## src/rtl/instr_mem_loader.sv

```systemverilog
// Instruction memory loader: accepts a length-prefixed, XOR-checksummed byte stream and
// writes the payload sequentially into the instruction RAM starting at BASE_ADDR.
module instr_mem_loader #(
  parameter int ADDR_WIDTH = 8,
  parameter int DATA_WIDTH = 8,
  parameter int BASE_ADDR  = 0
) (
  input  logic                  PC,
  input  logic                  rst,
  input  logic                  start,
  input  logic                  in_valid,
  input  logic [7:0]            in_data,
  output logic                  in_ready,
  output logic                  wr_en,
  output logic [ADDR_WIDTH-1:0] wr_addr,
  output logic [DATA_WIDTH-1:0] wr_data,
  output logic                  busy,
  output logic                  done,
  output logic                  err
);

  typedef enum logic [2:0] {
    IDLE   = 3'd0,
    LEN_LO = 3'd1,
    LEN_HI = 3'd2,
    DATA   = 3'd3,
    CSUM   = 3'd4,
    DONE   = 3'd5,
    ERR    = 3'd6
  } state_t;

  // Space left in the RAM above BASE_ADDR; 17 bits so a full 16-bit length compares safely.
  localparam logic [16:0]           SPACE  = 17'((1 << ADDR_WIDTH) - BASE_ADDR);
  localparam logic [ADDR_WIDTH-1:0] BASE_A = ADDR_WIDTH'(BASE_ADDR);

  state_t                  state_r, next_state_s;
  logic                    xfer_s;
  logic [16:0]             len_full_s;
  logic                    last_byte_s;
  logic                    active_next_s;
  logic [15:0]             len_r;
  logic [15:0]             count_r;
  logic [7:0]              csum_r;
  logic                    in_ready_r;
  logic                    wr_en_r;
  logic [ADDR_WIDTH-1:0]   wr_addr_r;
  logic [DATA_WIDTH-1:0]   wr_data_r;
  logic                    busy_r;
  logic                    done_r;
  logic                    err_r;

  function automatic logic [7:0] csum_update(input logic [7:0] acc, input logic [7:0] b);
    return acc ^ b;
  endfunction

  assign xfer_s        = in_valid && in_ready_r;
  assign len_full_s    = {1'b0, in_data, len_r[7:0]};
  assign last_byte_s   = ({1'b0, count_r} + 17'd1) == {1'b0, len_r};
  assign active_next_s = (next_state_s == LEN_LO) || (next_state_s == LEN_HI) ||
                         (next_state_s == DATA)   || (next_state_s == CSUM);

  // FSM state register
  always_ff @(posedge PC or posedge rst) begin
    if (rst) begin
      state_r <= IDLE;
    end else begin
      state_r <= next_state_s;
    end
  end

  // Next-state decode
  always_comb begin
    next_state_s = state_r;
    case (state_r)
      IDLE: begin
        if (start) next_state_s = LEN_LO;
        else       next_state_s = IDLE;
      end
      LEN_LO: begin
        if (xfer_s) next_state_s = LEN_HI;
        else        next_state_s = LEN_LO;
      end
      LEN_HI: begin
        if (!xfer_s)                  next_state_s = LEN_HI;
        else if (len_full_s > SPACE)  next_state_s = ERR;
        else if (len_full_s == 17'd0) next_state_s = CSUM;
        else                          next_state_s = DATA;
      end
      DATA: begin
        if (xfer_s && last_byte_s) next_state_s = CSUM;
        else                       next_state_s = DATA;
      end
      CSUM: begin
        if (!xfer_s)                 next_state_s = CSUM;
        else if (in_data == csum_r)  next_state_s = DONE;
        else                         next_state_s = ERR;
      end
      DONE:    next_state_s = IDLE;
      ERR:     next_state_s = IDLE;
      default: next_state_s = IDLE;
    endcase
  end

  // Frame datapath, write port and status flags
  always_ff @(posedge PC or posedge rst) begin
    if (rst) begin
      len_r      <= 16'd0;
      count_r    <= 16'd0;
      csum_r     <= 8'h00;
      in_ready_r <= 1'b0;
      wr_en_r    <= 1'b0;
      wr_addr_r  <= BASE_A;
      wr_data_r  <= '0;
      busy_r     <= 1'b0;
      done_r     <= 1'b0;
      err_r      <= 1'b0;
    end else begin
      in_ready_r <= active_next_s;
      busy_r     <= active_next_s;
      wr_en_r    <= 1'b0;
      case (state_r)
        IDLE: begin
          if (start) begin
            done_r  <= 1'b0;
            err_r   <= 1'b0;
            csum_r  <= 8'h00;
            count_r <= 16'd0;
            len_r   <= 16'd0;
          end
        end
        LEN_LO: begin
          if (xfer_s) len_r[7:0] <= in_data;
        end
        LEN_HI: begin
          if (xfer_s) begin
            len_r[15:8] <= in_data;
            if (len_full_s > SPACE) err_r <= 1'b1;
          end
        end
        DATA: begin
          if (xfer_s) begin
            wr_en_r   <= 1'b1;
            wr_data_r <= DATA_WIDTH'(in_data);
            wr_addr_r <= BASE_A + count_r[ADDR_WIDTH-1:0];
            csum_r    <= csum_update(csum_r, in_data);
            count_r   <= count_r + 16'd1;
          end
        end
        CSUM: begin
          if (xfer_s) begin
            done_r <= (in_data == csum_r);
            err_r  <= (in_data != csum_r);
          end
        end
        default: begin
        end
      endcase
    end
  end

  assign in_ready = in_ready_r;
  assign wr_en    = wr_en_r;
  assign wr_addr  = wr_addr_r;
  assign wr_data  = wr_data_r;
  assign busy     = busy_r;
  assign done     = done_r;
  assign err      = err_r;

endmodule

```

## config.mk

```make
export PLATFORM = sky130hd
export DESIGN_NAME = instr_mem_loader
export DESIGN_NICKNAME = d
export VERILOG_FILES = /design/src/rtl/instr_mem_loader.sv
export SDC_FILE = /design/constraint.sdc
export NUM_CORES = 1
export LEC_CHECK = 0
export ABC_AREA = 1
export CORE_UTILIZATION = 36
export CTS_CLUSTER_DIAMETER = 150
export CTS_CLUSTER_SIZE = 8
export DETAILED_ROUTE_END_ITERATION = 10
export PLACE_DENSITY = 0.65
export SYNTH_ARGS = -nofsm -noshare
export SYNTH_HDL_FRONTEND = slang
export SYNTH_SLANG_ARGS = --single-unit
```

## constraint.sdc

```tcl
create_clock -name PC -period 6.12 [get_ports PC]
set_input_delay 1.224 -clock PC [delete_from_list [all_inputs] [get_ports PC]]
set_output_delay 1.224 -clock PC [all_outputs]
set_load 0.005 [all_outputs]
```

# Yosys cells after proc, flatten, opt, wreduce, memory -nomap -nowiden
# Cells that the tools add are included.
# totals
wordCells	77
out_inout_bits	21
in_bits	12
regBits	63
# op_classes
n_lt_le_gt_ge	1
addsub	2
mux	27
eq_ne	17
reduce_logical	18
n_bitwise	1
# ops
operator	count
$pmux 8 s2	3
$mux 16	2
$pmux 16 s2	1
$mux 8	3
$add 16x1->17 const B	1
$eq 17x16->1	1
$logic_not 17->1	1
$add 16x1->16 const B	1
$gt 16x9->1 const B	1
$pmux 3 s5	1
$eq 3x2->1 const B	4
$mux 3	4
$ne 2x2->1 const B	6
$reduce_and 3->1	4
$eq 8x8->1	1
$mux 1	8
$ne 8x8->1	1
$reduce_bool 2->1	4
$xor 8x8->8	1
$eq 3x1->1 const B	2
$eq 3x3->1 const B	2
$mux 2	3
$reduce_and 5->1	1
$logic_not 3->1	1
other kinds (6)	9

# Logic depth before layout (Yosys ltp)
# depth
depth_word	9
depth_mapped	17
ltp_nobuf	17

# Least setup slack after synthesis
# No wires, ideal clock.
# synth_path
path_type	input -> register
from	input in_data[4]
to	register busy_r, in the netlist busy
arrival_ns	2.317
setup_ns	0.117
cell_stages	10
t_required_ns	6.003
slack_ns	3.686
n_path_buf	0
cell_sequence	inv_1 nand4_1 nor3_1 nand3_1 nand2_1 nor2_1 nor3_1 nand3_2 nor2_1 nor2_1
# synth_via
elab_chain_cells	9
elab_cells_between_ends	16
cone_classes	order compare (1); eq/ne (5); mux (6); reduce/logical (4)
# synth_rtl
element	line_no	source
start, declared	12	input logic [7:0] in_data,
branches (longest 4 deep; another with $gt 16x9->1)	--	
$pmux 3 s5 *	74	case (state_r)
$eq 3x1->1 / $eq 3x2->1 (equally long branches)	59	assign active_next_s = (next_state_s == LEN_LO) || (next_state_s == LEN_HI) ||
$logic_or 1x1->1 (2 in a row)	59	
$logic_or 1x1->1 *	60	(next_state_s == DATA) || (next_state_s == CSUM);
named net active_next_s	40	logic active_next_s;
end signal, assigned	119	busy_r <= active_next_s;
end, declared	48	logic busy_r;
# Mark *: on every way through the listed nets, which the timed path passes.
# A chain may end at the register's enable or synchronous reset.

# Worst setup path in the final report
# layout_path
from	input in_valid
to	register count_r[13]
# layout_via
elab_chain_cells	3
# layout_rtl
element	line_no	source
start, declared	11	input logic in_valid,
$logic_and 1x1->1	56	assign xfer_s = in_valid && in_ready_r;
$ne 2x2->1 (no line)	--	
$reduce_and 3->1 (no line)	--	
end signal, assigned	146	count_r <= count_r + 16'd1;
end, declared	42	logic [15:0] count_r;
# Every way passes these cells.

==> impl_metrics.yaml <==
yosys:
  yosysTopAreaCellShare_pct: 46.6
  syn_inst: 438
  synth.area.top_cells: "dfrtp_1 47%, nand2_1 13%, nand3_1 7.1%"
  synth_area_um2: 3380
  yosysSeqAreaShare_pct: 46.6
  ys.flop_type: "dfrtp_1"
  yosys_warnings: 0
  yosysUniqueCellTypes: 34
  synth_edf_count: 0
  ys_ff_latch: 63
  yosys.area.top_type: "dfrtp_1"
  synth_commonest_cells: "117 x nand2_1, 63 x dfrtp_1, 54 x inv_1"
  avgSynthCellArea_um2: 7.73
  ys_async_sr_fraction_pct: 100
  synthesis.nets: 451
  synth_most_common_cell: "nand2_1"
cts:
  clk_path_buf_depth: 2
  numCtsBuffers: 9
  cts_setup_buffers: 0
  post_cts_resized: 0
  clk_pin_slew_ns: 0.07
  clkLatencyLatePin_ns: 0.34
  clock_sink_count: 63
  ctsHoldBuffers: 0
  cts_tree: "yes"
  cts_max_level: 3
  root_buffer: "clkbuf_8"
grt:
  grt_pass1_vias: 2965
  grt_pass1_wl_mm: 14.3
  grt_usage_pct: 18.9
  grt_overflow_total: 0
  antenna_found_initial: 0
  grt_max_degree: 64
die:
  die_h_um: 99.0
  ios: 33
  rows: 35
  core_um2: 9150
  die_w_um: 99.0
  dieArea_um2: 9790
  start_util_pct: 37.0
timing:
  fmax_ghz: 0.300
  tightest_slew_ns: 0.810
  final.period_utilization_pct: 54.5
  setup-tns-final_ns: 0
  finClkSkew_ns: 0.00858
  slew_headroom_pct: 46.0
  rsz0062_at_grt: "false"
  maxSlewViolCount: 0
  finalHoldViolations: 0
  setup_viol: 0
  post-route-min-period_ns: 3.33
place:
  io_buffers: 32
  place.gp.congestion: 0.841
  place_area_um2: 3820
  dp_hpwl_mm: 5.83
routing:
  maxUsedRoutingLayer: "met4"
  met3_length_um: 341
  wl_met1_mm: 3.88
  drcViolationCount: 0
  wl_mm: 8.17
  firstDrtPassIters: 5
  routed_wire_length_per_instance_um: 13.9
  ant_nets: 0
  viasPerCell: 5.03
  vias: 2954
  wl_met2_mm: 3.81
  first_iter_violations: 168
job:
  drv_cap: 0
hold_path:
  hold_start: "wr_addr[6]"
  hold_path_end: "wr_addr[6]"
  hold_class: "reg -> reg"
  whs_path_depth: 2
pwr:
  p_leak_nw: 1.89
  power_density_nw_per_um2: 404
  ir_drop_mv: 0.191
worst_setup_path:
  required_ns: 6.31
  cpMostUsedCell: "nand2_1"
  r2r_slack_ns: 3.40
  arrival_ns: 3.52
  cpMaxStageDelayCell: "nor2_2"
  cp_slowest_stage_delay_ns: 0.56
  critPathBufInv: 3
  rr_startpoint: "state_r[2]"
  reg2reg_to: "count_r[13]"
  crit_type: "in -> reg"
  worstRegToRegCells: 7
  cp_max_fo: 51
  start_kind: "input pin"
  critPathCaptureType: "flip-flop"
  path_delay_family: "simple AND/OR/NAND/NOR gates"
  path_cells: "clkdlybuf4s50_1 -> nand2_1 -> nor2_2 -> clkinv_1 -> buf_4 -> nand2_1 -> o22ai_1"
cells_and_area:
  area_growth_pct: 20.0
  nets: 485
  fill_cells: 908
  diodes: 0
  final_design_area_no_fill_um2: 4060
  final_util_pct: 44.4
  drive_above_1_share_pct: 9.03
status:
  outcome: "complete, no violations"
-- stage by stage --
| step | setup WS, ns | total power, W | instances | hold slack [ns] |
|---|---|---|---|---|
| after CTS | 2.77 | 0.00165 | 587 | 0.495 |
| final | 2.79 | 0.00164 | 587 | 0.487 |
| after global placement | 2.47 | 0.00119 | 572 | 0.465 |
| after global routing | 2.61 | 0.00176 | 587 | 0.524 |
| after floorplan | 3.33 | 0.000975 | 438 | 0.465 |
| after detailed placement | 2.39 | 0.00120 | 572 | 0.478 |
-- final cells by class --
type                       instances  area, um^2  share of cell area, %
clock buffer                      10         138                   3.39
clock inverter                     5         106                   2.62
inverter                          58         219                   5.39
multi-input combinational        305        1540                   37.9
sequential                        63        1580                   38.8
tap                              111         139                   3.42
timing repair buffer              35         343                   8.44
-- metal layers --
metal  GRT usage [%]  vias up
met5               0        -
met4            7.58        0
met3            3.76       16
met2            29.3       60
met1            25.9     1397
li1                -     1481
-- where the power goes --
| group | switching (W) | total (W) | leakage (nW) | internal [W] |
|---|---|---|---|---|
| logic | 0.000333 | 0.000571 | 0.928 | 0.000238 |
| clock network | 0.000167 | 0.000447 | 0.119 | 0.000280 |
| registers | 0.0000861 | 0.000621 | 0.845 | 0.000535 |
| total | 0.000586 | 0.00164 | 1.89 | 0.00105 |
-- cell usage in the layout (no fill, tap or decap), types with 3 or more instances in the layout --
| cell | synthesis | final |
|---|---|---|
| nand3_1 | 48 | 48 |
| nor2_1 | 26 | 26 |
| a21oi_1 | 4 | 4 |
| dfrtp_1 | 63 | 63 |
| clkdlybuf4s50_1 | 0 | 32 |
| clkbuf_8 | 0 | 10 |
| buf_4 | 1 | 3 |
| bufinv_16 | 0 | 3 |
| nand3_2 | 5 | 5 |
| nor2_4 | 4 | 4 |
| o21ai_0 | 38 | 38 |
| inv_1 | 54 | 53 |
| o22ai_1 | 12 | 12 |
| xor2_1 | 17 | 17 |
| nand2_1 | 117 | 117 |
| nor3_1 | 7 | 7 |
| nand2_2 | 5 | 5 |
| nand4_1 | 4 | 4 |
-- state kept, by name, summed over array words and instances, names as in the netlist --
name     cells
done         1
count_r     16
csum_r       8
state_r      3
busy         1
wr_addr      8
wr_data      8
wr_en        1
err          1
len_r       16
-- cells by family after synthesis --
| kind of cell | synth area share, % |
|---|---|
| buffers and inverters | 7.95 |
| flip-flops | 46.6 |
| AO/OA/AOI/OAI | 9.94 |
| AND/OR/NAND/NOR | 30.5 |
| adder cells (fa/ha/maj) | 0.370 |
| XOR/XNOR | 4.66 |
-- worst reg2reg max path, stage by stage, from the launching register on --
cell,delay (ns)
dfrtp_1,0.45
nor3_1,0.33
inv_1,0.13
nor2_2,0.52
clkinv_1,0.14
buf_4,0.30
nand2_1,0.54
o22ai_1,0.17
-- worst max path at each step --
stage,slack (ns),cells after the start,end,startpoint
2_1_floorplan,3.33,1,busy,rst
3_3_place_gp,2.47,7,count_r[10],in_valid
3_5_place_dp,2.39,7,count_r[13],in_valid
4_1_cts,2.77,7,count_r[13],in_valid
5_1_grt,2.61,7,count_r[13],in_valid
6_report,2.79,7,count_r[13],in_valid
Power figures use the tool's default switching activity.
